==> src/rtl/sobel_frame_sequencer_if.sv <==
// Signal bundle between the frame sequencer, the frame memories and the filter.
// master: the sequencer; slave: the memories, filter and frame control around it.
interface sobel_frame_sequencer_if #(
   parameter int PIXEL_WIDTH = 8,
   parameter int ADDR_WIDTH  = 16
);
   logic                   start;
   logic                   pause;
   logic                   busy;
   logic                   done;
   logic                   error;
   logic                   rd_en;
   logic [ADDR_WIDTH-1:0]  rd_addr;
   logic [PIXEL_WIDTH-1:0] rd_data;
   logic                   flt_rst_n;
   logic [PIXEL_WIDTH-1:0] flt_pixel;
   logic                   flt_valid;
   logic [PIXEL_WIDTH-1:0] flt_edge;
   logic                   flt_valid_out;
   logic                   wr_en;
   logic [ADDR_WIDTH-1:0]  wr_addr;
   logic [PIXEL_WIDTH-1:0] wr_data;

   modport master (
      input  start, pause, rd_data, flt_edge, flt_valid_out,
      output busy, done, error, rd_en, rd_addr, flt_rst_n, flt_pixel, flt_valid,
             wr_en, wr_addr, wr_data
   );

   modport slave (
      output start, pause, rd_data, flt_edge, flt_valid_out,
      input  busy, done, error, rd_en, rd_addr, flt_rst_n, flt_pixel, flt_valid,
             wr_en, wr_addr, wr_data
   );
endinterface

==> src/rtl/sobel_frame_sequencer.sv <==
// Sequences one frame: clears the filter, streams the source frame in raster order, stores filter results.
// Optional drain watchdog enabled by defining SOBEL_SEQ_TIMEOUT_EN.
module sobel_frame_sequencer #(
   parameter int PIXEL_WIDTH   = 8,
   parameter int IMAGE_WIDTH   = 8,
   parameter int IMAGE_HEIGHT  = 8,
   parameter int OUT_PIXELS    = (IMAGE_WIDTH - 2) * (IMAGE_HEIGHT - 2),
   parameter int ADDR_WIDTH    = 16,
   parameter int CLEAR_CYCLES  = 2,
   parameter int DRAIN_TIMEOUT = 64
) (
   input  logic                   clk,
   input  logic                   rst,
   sobel_frame_sequencer_if.master bus
);

   localparam int N_PIXELS = IMAGE_WIDTH * IMAGE_HEIGHT;
   localparam int CLR_W    = $clog2(CLEAR_CYCLES + 1);
   localparam logic [CLR_W-1:0]      CLR_LAST = CLR_W'(CLEAR_CYCLES - 1);
   localparam logic [ADDR_WIDTH-1:0] LAST_RD  = ADDR_WIDTH'(N_PIXELS - 1);
   localparam logic [ADDR_WIDTH-1:0] LAST_WR  = ADDR_WIDTH'(OUT_PIXELS - 1);

   if (CLEAR_CYCLES < 1) begin : g_chk_clear
      $error("CLEAR_CYCLES must be at least 1");
   end
   if (DRAIN_TIMEOUT < 1) begin : g_chk_timeout
      $error("DRAIN_TIMEOUT must be at least 1");
   end
   if (OUT_PIXELS < 1) begin : g_chk_out
      $error("OUT_PIXELS must be at least 1");
   end
   if (longint'(N_PIXELS) > (64'd1 << ADDR_WIDTH) ||
       longint'(OUT_PIXELS) > (64'd1 << ADDR_WIDTH)) begin : g_chk_addr
      $error("frame does not fit in ADDR_WIDTH address space");
   end

   typedef enum logic [2:0] {
      S_IDLE,
      S_CLEAR,
      S_FEED,
      S_DRAIN,
      S_DONE
   } state_t;

   state_t                 state_q;
   state_t                 state_d;
   logic [CLR_W-1:0]       clr_cnt;
   logic [ADDR_WIDTH-1:0]  rd_cnt;
   logic [ADDR_WIDTH-1:0]  wr_cnt;
   logic                   start_acc;
   logic                   rd_en_p0;
   logic                   vld_p1;
   logic                   capture_p0;
   logic                   wr_vld_p1;
   logic [ADDR_WIDTH-1:0]  wr_addr_p1;
   logic [PIXEL_WIDTH-1:0] wr_data_p1;
   logic                   last_wr;
   logic                   timeout;
   logic                   in_frame;

   assign start_acc = (state_q == S_IDLE) && bus.start;
   assign in_frame  = (state_q == S_FEED) || (state_q == S_DRAIN);
   // The final result write ends the frame; anything the filter offers in that cycle is surplus.
   assign last_wr    = wr_vld_p1 && (wr_addr_p1 == LAST_WR);
   assign capture_p0 = in_frame && bus.flt_valid_out && !last_wr;

   always_ff @(posedge clk or posedge rst) begin
      if (rst) begin
         state_q <= S_IDLE;
      end else begin
         state_q <= state_d;
      end
   end

   always_comb begin
      state_d  = state_q;
      rd_en_p0 = 1'b0;
      case (state_q)
         S_IDLE: begin
            if (bus.start) state_d = S_CLEAR;
         end
         S_CLEAR: begin
            if (clr_cnt == CLR_LAST) state_d = S_FEED;
         end
         S_FEED: begin
            rd_en_p0 = !bus.pause;
            if (last_wr) begin
               state_d = S_DONE;
            end else if (rd_en_p0 && (rd_cnt == LAST_RD)) begin
               state_d = S_DRAIN;
            end
         end
         S_DRAIN: begin
            if (last_wr || timeout) state_d = S_DONE;
         end
         S_DONE: begin
            state_d = S_IDLE;
         end
         default: begin
            state_d = S_IDLE;
         end
      endcase
   end

   always_ff @(posedge clk or posedge rst) begin
      if (rst) begin
         clr_cnt <= '0;
         rd_cnt  <= '0;
         wr_cnt  <= '0;
      end else if (start_acc) begin
         clr_cnt <= '0;
         rd_cnt  <= '0;
         wr_cnt  <= '0;
      end else begin
         if (state_q == S_CLEAR) clr_cnt <= clr_cnt + 1'b1;
         if (rd_en_p0)           rd_cnt  <= rd_cnt + 1'b1;
         if (capture_p0)         wr_cnt  <= wr_cnt + 1'b1;
      end
   end

   // p0 -> p1: read strobe becomes filter valid; accepted filter output becomes a result write.
   always_ff @(posedge clk or posedge rst) begin
      if (rst) begin
         vld_p1     <= 1'b0;
         wr_vld_p1  <= 1'b0;
         wr_addr_p1 <= '0;
         wr_data_p1 <= '0;
      end else begin
         vld_p1    <= rd_en_p0;
         wr_vld_p1 <= capture_p0;
         if (capture_p0) begin
            wr_addr_p1 <= wr_cnt;
            wr_data_p1 <= bus.flt_edge;
         end
      end
   end

`ifdef SOBEL_SEQ_TIMEOUT_EN
   localparam int IDLE_W = $clog2(DRAIN_TIMEOUT + 1);
   localparam logic [IDLE_W-1:0] IDLE_LAST = IDLE_W'(DRAIN_TIMEOUT - 1);

   logic [IDLE_W-1:0] idle_cnt;
   logic              error_q;

   // Fires on the last of DRAIN_TIMEOUT consecutive DRAIN cycles without a filter output.
   assign timeout = (state_q == S_DRAIN) && !bus.flt_valid_out && (idle_cnt == IDLE_LAST);

   always_ff @(posedge clk or posedge rst) begin
      if (rst) begin
         idle_cnt <= '0;
         error_q  <= 1'b0;
      end else begin
         if ((state_q != S_DRAIN) || bus.flt_valid_out) begin
            idle_cnt <= '0;
         end else begin
            idle_cnt <= idle_cnt + 1'b1;
         end
         if (start_acc) begin
            error_q <= 1'b0;
         end else if (timeout && !last_wr) begin
            error_q <= 1'b1;
         end
      end
   end

   assign bus.error = error_q;
`else
   assign timeout   = 1'b0;
   assign bus.error = 1'b0;
`endif

   assign bus.busy      = (state_q != S_IDLE);
   assign bus.done      = (state_q == S_DONE);
   assign bus.flt_rst_n = (state_q != S_CLEAR);
   assign bus.rd_en     = rd_en_p0;
   assign bus.rd_addr   = rd_cnt;
   assign bus.flt_valid = vld_p1;
   assign bus.flt_pixel = vld_p1 ? bus.rd_data : '0;
   assign bus.wr_en     = wr_vld_p1;
   assign bus.wr_addr   = wr_addr_p1;
   assign bus.wr_data   = wr_data_p1;

endmodule

==> src/flat_wrapper.sv <==
// flat-port wrapper written by rule: the top's interface ports become plain ports
module sobel_frame_sequencer_flat 
#(
   parameter int PIXEL_WIDTH   = 8,
   parameter int IMAGE_WIDTH   = 8,
   parameter int IMAGE_HEIGHT  = 8,
   parameter int OUT_PIXELS    = (IMAGE_WIDTH - 2) * (IMAGE_HEIGHT - 2),
   parameter int ADDR_WIDTH    = 16,
   parameter int CLEAR_CYCLES  = 2,
   parameter int DRAIN_TIMEOUT = 64
)
  (clk, rst, bus_start, bus_pause, bus_rd_data, bus_flt_edge, bus_flt_valid_out, bus_busy, bus_done, bus_error, bus_rd_en, bus_rd_addr, bus_flt_rst_n, bus_flt_pixel, bus_flt_valid, bus_wr_en, bus_wr_addr, bus_wr_data);
  sobel_frame_sequencer_if #(.PIXEL_WIDTH(PIXEL_WIDTH), .ADDR_WIDTH(ADDR_WIDTH)) bus_i ();
  input  logic clk;
  input  logic rst;
  input wire logic [$bits(bus_i.start)-1:0] bus_start;
  input wire logic [$bits(bus_i.pause)-1:0] bus_pause;
  input wire logic [$bits(bus_i.rd_data)-1:0] bus_rd_data;
  input wire logic [$bits(bus_i.flt_edge)-1:0] bus_flt_edge;
  input wire logic [$bits(bus_i.flt_valid_out)-1:0] bus_flt_valid_out;
  output wire logic [$bits(bus_i.busy)-1:0] bus_busy;
  output wire logic [$bits(bus_i.done)-1:0] bus_done;
  output wire logic [$bits(bus_i.error)-1:0] bus_error;
  output wire logic [$bits(bus_i.rd_en)-1:0] bus_rd_en;
  output wire logic [$bits(bus_i.rd_addr)-1:0] bus_rd_addr;
  output wire logic [$bits(bus_i.flt_rst_n)-1:0] bus_flt_rst_n;
  output wire logic [$bits(bus_i.flt_pixel)-1:0] bus_flt_pixel;
  output wire logic [$bits(bus_i.flt_valid)-1:0] bus_flt_valid;
  output wire logic [$bits(bus_i.wr_en)-1:0] bus_wr_en;
  output wire logic [$bits(bus_i.wr_addr)-1:0] bus_wr_addr;
  output wire logic [$bits(bus_i.wr_data)-1:0] bus_wr_data;
  assign bus_i.start = bus_start;
  assign bus_i.pause = bus_pause;
  assign bus_i.rd_data = bus_rd_data;
  assign bus_i.flt_edge = bus_flt_edge;
  assign bus_i.flt_valid_out = bus_flt_valid_out;
  assign bus_busy = bus_i.busy;
  assign bus_done = bus_i.done;
  assign bus_error = bus_i.error;
  assign bus_rd_en = bus_i.rd_en;
  assign bus_rd_addr = bus_i.rd_addr;
  assign bus_flt_rst_n = bus_i.flt_rst_n;
  assign bus_flt_pixel = bus_i.flt_pixel;
  assign bus_flt_valid = bus_i.flt_valid;
  assign bus_wr_en = bus_i.wr_en;
  assign bus_wr_addr = bus_i.wr_addr;
  assign bus_wr_data = bus_i.wr_data;
  sobel_frame_sequencer #(.PIXEL_WIDTH(PIXEL_WIDTH), .IMAGE_WIDTH(IMAGE_WIDTH), .IMAGE_HEIGHT(IMAGE_HEIGHT), .OUT_PIXELS(OUT_PIXELS), .ADDR_WIDTH(ADDR_WIDTH), .CLEAR_CYCLES(CLEAR_CYCLES), .DRAIN_TIMEOUT(DRAIN_TIMEOUT)) u_core (.clk(clk), .rst(rst), .bus(bus_i));
endmodule
==> config.mk <==
export PLATFORM = sky130hd
export DESIGN_NAME = sobel_frame_sequencer_flat
export DESIGN_NICKNAME = d
export VERILOG_FILES = /design/src/rtl/sobel_frame_sequencer_if.sv /design/src/rtl/sobel_frame_sequencer.sv /design/src/flat_wrapper.sv
export SDC_FILE = /design/constraint.sdc
export NUM_CORES = 1
export LEC_CHECK = 0
export ABC_AREA = 1
export CAP_MARGIN = 20
export CORE_ASPECT_RATIO = 1.1
export CORE_MARGIN = 4
export CORE_UTILIZATION = 60
export CTS_CLUSTER_DIAMETER = 50
export CTS_CLUSTER_SIZE = 8
export DETAILED_ROUTE_END_ITERATION = 16
export DONT_BUFFER_PORTS = 1
export GPL_ROUTABILITY_DRIVEN = 0
export GPL_TIMING_DRIVEN = 0
export PLACE_DENSITY = 0.76
export SLEW_MARGIN = 25
export SYNTH_ARGS = -nofsm -noshare
export SYNTH_HDL_FRONTEND = slang
export SYNTH_SLANG_ARGS = --single-unit
==> constraint.sdc <==
create_clock -name clk -period 3.95 [get_ports clk]
set_clock_uncertainty 0.2 [all_clocks]
set_input_delay 0.395 -clock clk [delete_from_list [all_inputs] [get_ports clk]]
set_output_delay 0.395 -clock clk [all_outputs]
set_load 0.005 [all_outputs]
# Yosys cells after proc, flatten, opt, wreduce, memory -nomap -nowiden
# Index checks and enable logic that the tools add are counted.
# totals
ff_bits,63
input_bits,21
elab_cells,51
# op_classes
add_sub_neg,3
n_eq_ne,12
muxes,14
reduce_logical,14
# op_table
operator,count
$mux 16,4
$add 16x1->16 const B,2
$eq 16x6->1 const B,2
$mux 3,5
$pmux 3 s4,1
$mux 8,1
$eq 3x2->1 const B,2
$reduce_bool 2->1,3
$logic_and 1x1->1,5
$mux 2,2
$ne 2x1->1 const B,2
$reduce_and 4->1,1
$eq 3x1->1 const B,1
$eq 3x3->1 const B,1
$logic_not 3->1,1
$ne 3x1->1 const B,1
$ne 3x2->1 const B,1
$reduce_bool 3->1,1
$add 2x1->2 const B,1
$eq 2x1->1 const B,1
$logic_not 1->1,2
$ne 2x2->1 const B,1
$logic_or 1x1->1,1
$mux 1,1

# Logic depth before layout (Yosys ltp)
# logic_depth
depth_word,6
ltp_mapped,11
depth_no_buf,11

# Least setup slack after synthesis
# Ideal clock, no wire load.
# synth_path
kind,register -> register
from,register u_core.wr_cnt[0]
to,register u_core.wr_cnt[14]
setup_time_ns,0.126
arrival_ns,1.243
required_ns,3.624
setup_slack_ns,2.381
stages_incl_launch_ff,9
path_buffers,0
synth_period_minus_slack_ns,1.569
path_cell_list,dfrtp_1 ha_1 nand3_1 nor2_1 nand3_1 nand2_1 nand2_1 nand3_1 o21ai_0
# synth_between
elab_chain_len,3
# synth_rtl
element,line,source
from (decl),sobel_frame_sequencer.sv:49,logic [ADDR_WIDTH-1:0] wr_cnt;
from (signal assigned),sobel_frame_sequencer.sv:117,if (capture_p0) wr_cnt <= wr_cnt + 1'b1;
$add 16x1->16,sobel_frame_sequencer.sv:117,
$mux 16,sobel_frame_sequencer.sv:117,
$mux 16,sobel_frame_sequencer.sv:110,end else if (start_acc) begin
# No other way between the ends. The select of a mux whose other input is x is not followed.
# A chain may end at the register's enable or synchronous reset.

# Worst setup path in the final report
# Same ends and word-level chain as after synthesis.

==> flow_summary.yaml <==
critical_path:
  crit_required_ns: 3.96
  cp_top_family: "simple AND/OR/NAND/NOR gates"
  path_class: "flop to flop"
  path_buf_inv: 0
  cp_cell_sequence: "ha_1 -> nand3_1 -> nor2_1 -> nand3_1 -> nand2_1 -> nand2_1 -> nand3_1 -> o21ai_0"
  slowest_delay_ns: 0.42
  cpMaxStageDelayCell: "dfrtp_1"
  reg2reg_from: "u_core.wr_cnt[0]"
  crit_start: "u_core.wr_cnt[0]"
  critPathMaxFanout: 5
  cp-start-kind: "flop"
  cp.arrival_ns: 1.86
  setup.worst_path.end_class: "flop"
  cp_common_cell: "nand3_1"
clocking:
  clkLatencyLatePin_ns: 0.33
  post_cts.repair.setup_buffers: 0
  root_buffer: "clkbuf_8"
  cts_resized: 0
  clock_path_buffers: 2
  cts_buffers: 9
  cts-hold-fix-buffers: 9
  h-tree-depth: 3
  clock-sinks: 63
  cts_tree: "built"
  clkSlewWorstSetupHoldPaths_ns: 0.06
route:
  via_per_inst: 5.36
  wirelength_um: 7600
  drc: 0
  wl_per_cell_um: 14.2
  drtAntennaViolNets: 0
  dr_total_vias: 2864
  first_pass_iters: 4
  drt_iter0_drc: 217
hold_path:
  hold_path.class: "input port to flop"
  hp-start: "bus_start"
logic_synthesis:
  ys_warn_count: 0
  synth_cell_types: 32
  synth.cell_area_um2: 3300
  syn_inst: 433
  synth_seq_area_share_pct: 47.7
  syn_avg_cell_area_um2: 7.63
  synth_seq_cells: 63
  synth_fp_nets: 457
floorplan:
  rows: 28
  die_height_um: 85.8
  fp.dieW_um: 78.7
  pin_count: 76
  start_util_pct: 61.6
  coreArea_um2: 5360
  dieArea_um2: 6760
timing:
  fin_crit_sh_pct: 47.0
  grt_setup_unrepaired: "false"
  finalMaxSlewViolations: 0
  finalHoldViolCount: 0
  fmax_mhz: 538
  setup_violations: 0
  tns_ns: 0
  post-route-min-period_ns: 1.86
pwr:
  power_density_nw_per_um2: 705
  leakagePower_nw: 1.81
  irDropWorstVdd_mv: 0.454
  total_power_mw: 2.60
place:
  portBuffers: 0
  hpwlAfterDp_um: 5560
grt:
  antenna_found_initial: 0
  track_usage_pct: 24.2
  grt_pass1_wl_um: 12900
  grt_pass1_vias: 2725
  grt_remaining_overflow: 0
  grt_max_degree: 52
cells_and_area:
  antenna_cells: 0
  drive_gt1_share_pct: 11.5
  layout_common_cells: "nand2_1 (124), dfrtp_1 (63), nor2_1 (50)"
  multi_input_area_um2: 1430
  layout.nets: 478
  area_growth_syn_to_layout_pct: 11.8
  fillCellCount: 474
  register_area_um2: 1580
  final_common_cell: "nand2_1"
run_status:
  status: "completed"
run:
  maxCapViolations: 0
==> where the power goes <==
part,internal [mW],switching [mW]
Clock,0.258,0.236
Combinational,0.326,0.612
Sequential,0.905,0.266
Total,1.49,1.11
==> flip-flops by register name, summed over array words and instances (netlist names) <==
| register | flops |
|---|---|
| u_core.wr_cnt | 16 |
| u_core.clr_cnt | 2 |
| u_core.bus.flt_valid | 1 |
| u_core.bus.wr_addr | 16 |
| u_core.bus.wr_en | 1 |
| u_core.state_q | 3 |
| u_core.bus.wr_data | 8 |
| u_core.bus.rd_addr | 16 |
==> worst register-to-register path, stage by stage, from the launching register on <==
cell and delay, ns:
dfrtp_1 0.42, ha_1 0.27, nand3_1 0.17, nor2_1 0.27, nand3_1 0.13, nand2_1 0.07
nand2_1 0.05, nand3_1 0.07, o21ai_0 0.08
==> path summary, 6_finish.rpt <==
check / endpoint / slack [ns] / cells past startpoint
min in group asynchronous: u_core.bus.rd_addr[13] / 0.26 / 2
setup / recovery: u_core.wr_cnt[14] / 2.09 / 8
max in group asynchronous: u_core.bus.wr_addr[9] / 2.81 / 3
hold / removal: u_core.state_q[1] / 0.15 / 3
hold reg to reg: u_core.wr_cnt[13] / 0.28 / 2
setup reg to reg: u_core.wr_cnt[14] / 2.09 / 8
==> stage by stage <==
stage                     instances  worst slack [ns]  hold slack, ns  instance area, um2  util, %
after global placement          508              1.11           0.266                3400     63.4
after global routing            534              1.95           0.152                3690     68.9
final                           534              2.09           0.147                3690     68.9
after floorplan                 433              1.79           0.249                3300        -
after CTS                       534              2.10           0.138                3690     68.9
after detailed placement        509              2.13        -0.00290                3430     63.9
==> synth_stat cells (all sizes together) <==
| master | instances | area, um2 |
|---|---|---|
| nand2 | 128 | 500 |
| and2 | 2 | 12.5 |
| inv | 53 | 199 |
| conb | 1 | 3.75 |
| nor3 | 16 | 85.1 |
| a21oi | 8 | 40.0 |
| clkbuf | 1 | 3.75 |
| dfrtp | 63 | 1580 |
| clkinv | 1 | 8.76 |
| o21ai | 40 | 223 |
| nor2 | 55 | 224 |
| a21o | 1 | 7.51 |
| buf | 11 | 82.6 |
| or2 | 1 | 6.26 |
| and3 | 1 | 6.26 |
| ha | 3 | 37.5 |
| nand4 | 18 | 119 |
| o22ai | 1 | 6.26 |
| xor2 | 3 | 26.3 |
| nand3 | 26 | 135 |
==> area by class of cell <==
| cell class | count | area share, % |
|---|---|---|
| Clock buffer | 12 | 4.20 |
| Clock inverter | 4 | 0.542 |
| Timing Repair Buffer | 10 | 3.19 |
| Sequential cell | 63 | 42.7 |
| Multi-Input combinational cell | 304 | 38.8 |
| Inverter | 54 | 5.69 |
| Buffer | 12 | 2.34 |
| Tap cell | 75 | 2.54 |
==> layer usage <==
layer	vias to the layer above	share of wire (%)	track usage, %
met5	-	0	0
met4	0	1.8	8.11
met3	12	6.4	7.04
met2	80	50	41.0
met1	1348	42	29.6
li1	1424	-	-
==> kinds of logic after synthesis <==
| family | count (synthesis) | synth area share [%] |
|---|---|---|
| and+or+nand+nor | 247 | 33.0 |
| AOI/OAI and AO/OA | 50 | 8.37 |
| other | 1 | 0.114 |
| DFF | 63 | 47.7 |
| adders and majority gates | 3 | 1.14 |
| xor gates and xnor gates | 3 | 0.796 |
| buffers and inverters | 66 | 8.90 |
Note: power is estimated with default switching activity, not from simulation.
